<file path="config.mk">
export PLATFORM = sky130hd
export DESIGN_NAME = double_buffer_swap_ctrl
export DESIGN_NICKNAME = d
export VERILOG_FILES = /design/src/rtl/double_buffer_swap_ctrl.sv
export SDC_FILE = /design/constraint.sdc
export NUM_CORES = 1
export LEC_CHECK = 0
export CORE_MARGIN = 3
export CORE_UTILIZATION = 28
export DETAILED_ROUTE_END_ITERATION = 7
export PLACE_DENSITY = 0.47
export SLEW_MARGIN = 20
export SYNTH_ARGS = -nofsm -noshare
export SYNTH_HDL_FRONTEND = slang
export SYNTH_SLANG_ARGS = --single-unit
</file>
<file path="constraint.sdc">
create_clock -name I_clk -period 2.1 [get_ports I_clk]
set_clock_uncertainty 0.15 [all_clocks]
set_input_delay 0.42 -clock I_clk [delete_from_list [all_inputs] [get_ports I_clk]]
set_output_delay 0.42 -clock I_clk [all_outputs]
set_load 0.02 [all_outputs]
</file>
<file path="src/rtl/double_buffer_swap_ctrl.sv">
// Frame double-buffer controller: owns the writer/reader bank split and flips it only at frame boundaries.
// Emits swap and read-start strobes and counts frames overwritten before display.
module double_buffer_swap_ctrl #(
    parameter int GUARD_CYCLES = 2,
    parameter bit REPEAT_LAST  = 1'b1,
    parameter int DROP_CNT_W   = 8
) (
    input  logic                  I_clk,
    input  logic                  I_rst,
    input  logic                  I_flush,
    input  logic                  I_write_done,
    input  logic                  I_frame_ok,
    input  logic                  I_read_done,
    output logic                  O_write_bank,
    output logic                  O_read_bank,
    output logic                  O_swap,
    output logic                  O_read_start,
    output logic                  O_read_valid,
    output logic                  O_pending,
    output logic [DROP_CNT_W-1:0] O_drop_count
);

    // state   | meaning
    // EMPTY   | reader has no frame
    // SWAP    | banks flip this cycle
    // GUARD   | settle delay after the flip
    // START   | reader kicked off
    // READING | reader scanning the read bank
    typedef enum logic [2:0] {
        EMPTY   = 3'd0,
        SWAP    = 3'd1,
        GUARD   = 3'd2,
        START   = 3'd3,
        READING = 3'd4
    } state_t;

    localparam int GW = (GUARD_CYCLES > 0) ? $clog2(GUARD_CYCLES + 1) : 1;

    state_t                state, state_next;
    logic [GW-1:0]         guard_cnt, guard_next;
    logic                  write_bank, bank_next;
    logic                  pending, pending_next;
    logic                  displayed, displayed_next;
    logic [DROP_CNT_W-1:0] drop_count, drop_next;
    logic                  accepted;

    always_ff @(posedge I_clk) begin
        if (I_rst) begin
            state      <= EMPTY;
            guard_cnt  <= '0;
            write_bank <= 1'b0;
            pending    <= 1'b0;
            displayed  <= 1'b0;
            drop_count <= '0;
        end else begin
            state      <= state_next;
            guard_cnt  <= guard_next;
            write_bank <= bank_next;
            pending    <= pending_next;
            displayed  <= displayed_next;
            drop_count <= drop_next;
        end
    end

    always_comb begin
        accepted       = I_write_done & I_frame_ok;
        state_next     = state;
        guard_next     = guard_cnt;
        bank_next      = write_bank;
        pending_next   = pending;
        displayed_next = displayed;
        drop_next      = drop_count;

        // A pending frame is consumed by the swap in progress, so a new one during SWAP is not a drop.
        if (accepted && state != EMPTY) begin
            pending_next = 1'b1;
            if (pending && state != SWAP && drop_count != '1)
                drop_next = drop_count + DROP_CNT_W'(1);
        end

        case (state)
            EMPTY: begin
                if (accepted)
                    state_next = SWAP;
            end
            SWAP: begin
                bank_next = ~write_bank;
                if (!accepted)
                    pending_next = 1'b0;
                if (GUARD_CYCLES == 0) begin
                    state_next = START;
                end else begin
                    state_next = GUARD;
                    guard_next = GW'(GUARD_CYCLES);
                end
            end
            GUARD: begin
                guard_next = guard_cnt - GW'(1);
                if (guard_cnt == GW'(1))
                    state_next = START;
            end
            START: begin
                displayed_next = 1'b1;
                state_next     = READING;
            end
            READING: begin
                if (I_read_done) begin
                    if (pending || accepted) begin
                        state_next = SWAP;
                    end else if (REPEAT_LAST) begin
                        state_next = START;
                    end else begin
                        state_next     = EMPTY;
                        displayed_next = 1'b0;
                    end
                end
            end
            default: state_next = EMPTY;
        endcase

        if (I_flush) begin
            state_next     = EMPTY;
            guard_next     = '0;
            bank_next      = write_bank;
            pending_next   = 1'b0;
            displayed_next = 1'b0;
            drop_next      = drop_count;
        end
    end

    assign O_write_bank = write_bank;
    assign O_read_bank  = ~write_bank;
    assign O_swap       = (state == SWAP);
    assign O_read_start = (state == START);
    assign O_read_valid = (state == START) || (state == READING) ||
                          (((state == SWAP) || (state == GUARD)) && displayed);
    assign O_pending    = pending;
    assign O_drop_count = drop_count;

endmodule

</file>
==> impl_metrics.env <==
export IMPL_drt_iter0_drc=27
export IMPL_gp_congestion=0.723
export IMPL_worst_setup_path_type="reg2out"
export IMPL_p_sw_share_pct=23.6
export IMPL_synth_top_area_share_pct=36.2
export IMPL_combinationalPowerShare_pct=8.6
export IMPL_clock_power_share_pct=31.9
export IMPL_drc=0
export IMPL_powerDensity_mw_per_mm2=440
export IMPL_drv_cap=0
export IMPL_slowest_stage="clkdlybuf4s50_1"
export IMPL_grt_pass1_vias=798
export IMPL_cts_htree_levels=1
export IMPL_synth_cell_types=37
export IMPL_crit_family="buffers and inverters"
export IMPL_finalMaxSlewViolations=0
export IMPL_dr_total_vias=825
export IMPL_cts_hold_fix_buffers=0
export IMPL_die_width_um=62.2
export IMPL_syn_avg_cell_area_sq_um=8.59
export IMPL_critPathLaunchType="flop"
export IMPL_ant_nets=0
export IMPL_vdd_drop_max_mv=0.219
export IMPL_period_share_pct=95.0
export IMPL_synth_most_common_cell="dfxtp_1"
export IMPL_finalHoldViolCount=0
export IMPL_synthToLayoutAreaGrowth_pct=32.2
export IMPL_grt_max_degree=10
export IMPL_p_leak_nw=0.443
export IMPL_hold_class="reg2reg"
export IMPL_start_util_pct=30.8
export IMPL_cts_root_buf="clkbuf_4"
export IMPL_yosys_mux_area_fraction_pct=2.26
export IMPL_critPathMaxStageDelay_ns=0.66
export IMPL_port_buffers=19
export IMPL_dpl_cell_count=165
export IMPL_antenna_found_initial=0
export IMPL_synth_xor_area_share_pct=1.98
export IMPL_synth_async_reset_ratio_pct=0
export IMPL_fin_setup_tns_ns=0
export IMPL_coreArea_sq_mm=0.00288
export IMPL_p_int_mw=0.394
export IMPL_fmax_mhz=501
export IMPL_nets=136
export IMPL_overflow=0
export IMPL_setup_slack_ns=0.106
export IMPL_wl_per_cell_um=12.5
export IMPL_worstPathMaxFanout=9
export IMPL_worstPathArrival_ns=1.42
export IMPL_wl_um=2100
export IMPL_dieArea_sq_mm=0.00387
export IMPL_pre_cts_ws_ns=0.0432
export IMPL_synth_edf_count=0
export IMPL_min_period_ns=1.99
export IMPL_synthSimpleGateAreaFrac_pct=28.0
export IMPL_synth_top_family_by_area="simple AND/OR/NAND/NOR gates"
export IMPL_sequentialPowerShare_pct=59.6
export IMPL_seq_area_frac_synth_pct=36.2
export IMPL_n_antenna_cell=0
export IMPL_drive_above_1_share_pct=12.7
export IMPL_std_cell_rows=19
export IMPL_cts_tree="built"
export IMPL_rsz0062_at_grt="false"
export IMPL_yosysWarnings=0
export IMPL_synth_cell_area_sq_um=885
export IMPL_relSlewSlack_pct=75.3
export IMPL_cts_buffers=3
export IMPL_synth_top_area_cell="dfxtp_1"
export IMPL_tightestPinTransition_ns=0.361
export IMPL_status="completed"
export IMPL_hold_ws_ns=0.374
export IMPL_synth_fp_nets=111
export IMPL_clkTransAtPathRegs_ns=0.09
export IMPL_synth_area_leaders="dfxtp_1 (36%), nand2_1 (5.1%), nor2_1 (4.7%)"
export IMPL_ios=20
export IMPL_synth_fa_ha_area_share_pct=2.83
export IMPL_clk_latency_ns=0.28
export IMPL_grt_use_total_pct=11.6
export IMPL_synth_compound_area_share_pct=24.3
export IMPL_clock_path_buffers=2
export IMPL_grt_pass1_wl_um=3700
export IMPL_synth_seq_cells=16
export IMPL_power_switching_mw=0.121
export IMPL_dr_pass1_iters=4
export IMPL_power_mw=0.515
export IMPL_viasPerCell=4.91
export IMPL_clock_sinks=16
export IMPL_endpoint_kind="primary output"
export IMPL_fin_cells=168
export IMPL_setup_viol=0
export IMPL_cp_cell_sequence="clkdlybuf4s50_1"
export IMPL_hpwl_um=1560
export IMPL_postSynthCellCount=103
export IMPL_die_h_um=62.2
export IMPL_worst_ep_required_time_ns=1.53
export IMPL_synth_top_flop_cell="dfxtp_1"
export IMPL_crit_buf_inv=1
export IMPL_synthTopCellsByCount="dfxtp_1 (16), nand2_1 (12), nor2_1 (11), o21ai_0 (6)"
==> area by class of cell <==
| type | instances | area (sq um) |
|---|---|---|
| Clock buffer | 3 | 22.5 |
| Fill cell | 313 | 1710 |
| Inverter | 4 | 15.0 |
| Multi-Input combinational cell | 78 | 528 |
| Sequential cell | 16 | 320 |
| Tap cell | 42 | 52.6 |
| Timing Repair Buffer | 25 | 231 |
==> metrics by stage <==
stage | cell area [sq um] | util [%]
detailed placement | 1150 | 39.9
CTS | 1170 | 40.6
global placement | 1150 | 39.9
global route | 1170 | 40.7
floorplan | 885 | -
finish | 1170 | 40.7
==> worst paths after layout <==
check                                  endpoint  slack, ns             from  depth (start not counted)
worst min-delay path                  displayed       0.37        displayed                          1
worst min register to register        displayed       0.37        displayed                          1
worst max register to register  O_drop_count[7]       0.35         state[2]                          5
worst max-delay path            O_drop_count[5]       0.11  O_drop_count[5]                          1
==> registers in the layout, summed over array words and instances (netlist names) <==
name and flops:
O_drop_count 8, O_write_bank 1, displayed 1, guard_cnt 2
O_pending 1, state 3
==> per-layer routing <==
| layer | up-vias | GRT usage [%] | wire (um) |
|---|---|---|---|
| met5 | - | 0 | 0 |
| met4 | 0 | 5.80 | 27 |
| met3 | 4 | 3.06 | 103 |
| met2 | 19 | 16.1 | 844 |
| met1 | 379 | 16.4 | 1130 |
| li1 | 423 | - | - |
==> cells in the final DEF, fill, tap and decap left out, types with 2 or more instances in the layout <==
cell type,synthesis,routed
dfxtp_1,16,16
clkdlybuf4s50_1,0,16
nand2_1,12,12
nor2_1,11,11
o21ai_0,6,6
buf_4,0,6
inv_1,4,4
o21a_1,3,3
a21oi_1,3,3
and3_1,3,3
a31oi_1,3,3
clkbuf_4,0,3
dlygate4sd2_1,0,3
nor3_4,2,2
nand3_1,2,2
a311oi_1,2,2
nor3_1,2,2
xnor2_1,2,2
nor3b_1,2,2
and4_1,2,2
nor4_1,2,2
mux2i_1,2,2
ha_1,2,2
==> power groups by stage <==
stage / clock (mW) / combinational (mW) / sequential, mW
after global placement: 0 / 0.0441 / 0.314
after floorplan: 0 / 0.0187 / 0.314
after CTS: 0.172 / 0.0442 / 0.307
final: 0.164 / 0.0442 / 0.307
after detailed placement: 0 / 0.0442 / 0.314
after global routing: 0.188 / 0.0486 / 0.307
==> cell families after synthesis <==
group,count (synthesis)
buffers and inverters,9
DFF,16
xor gates and xnor gates,2
adders and majority gates,2
and+or+nand+nor,44
AOI/OAI and AO/OA,28
muxes,2
==> what timing repair did <==
item | CTS | global route
resized for setup | 3 | 1
setup endpoints to repair | 3 | 1
setup buffers | 0 | 0
pin swaps | 0 | 0
No activity file was read; power rests on OpenSTA's default activity.
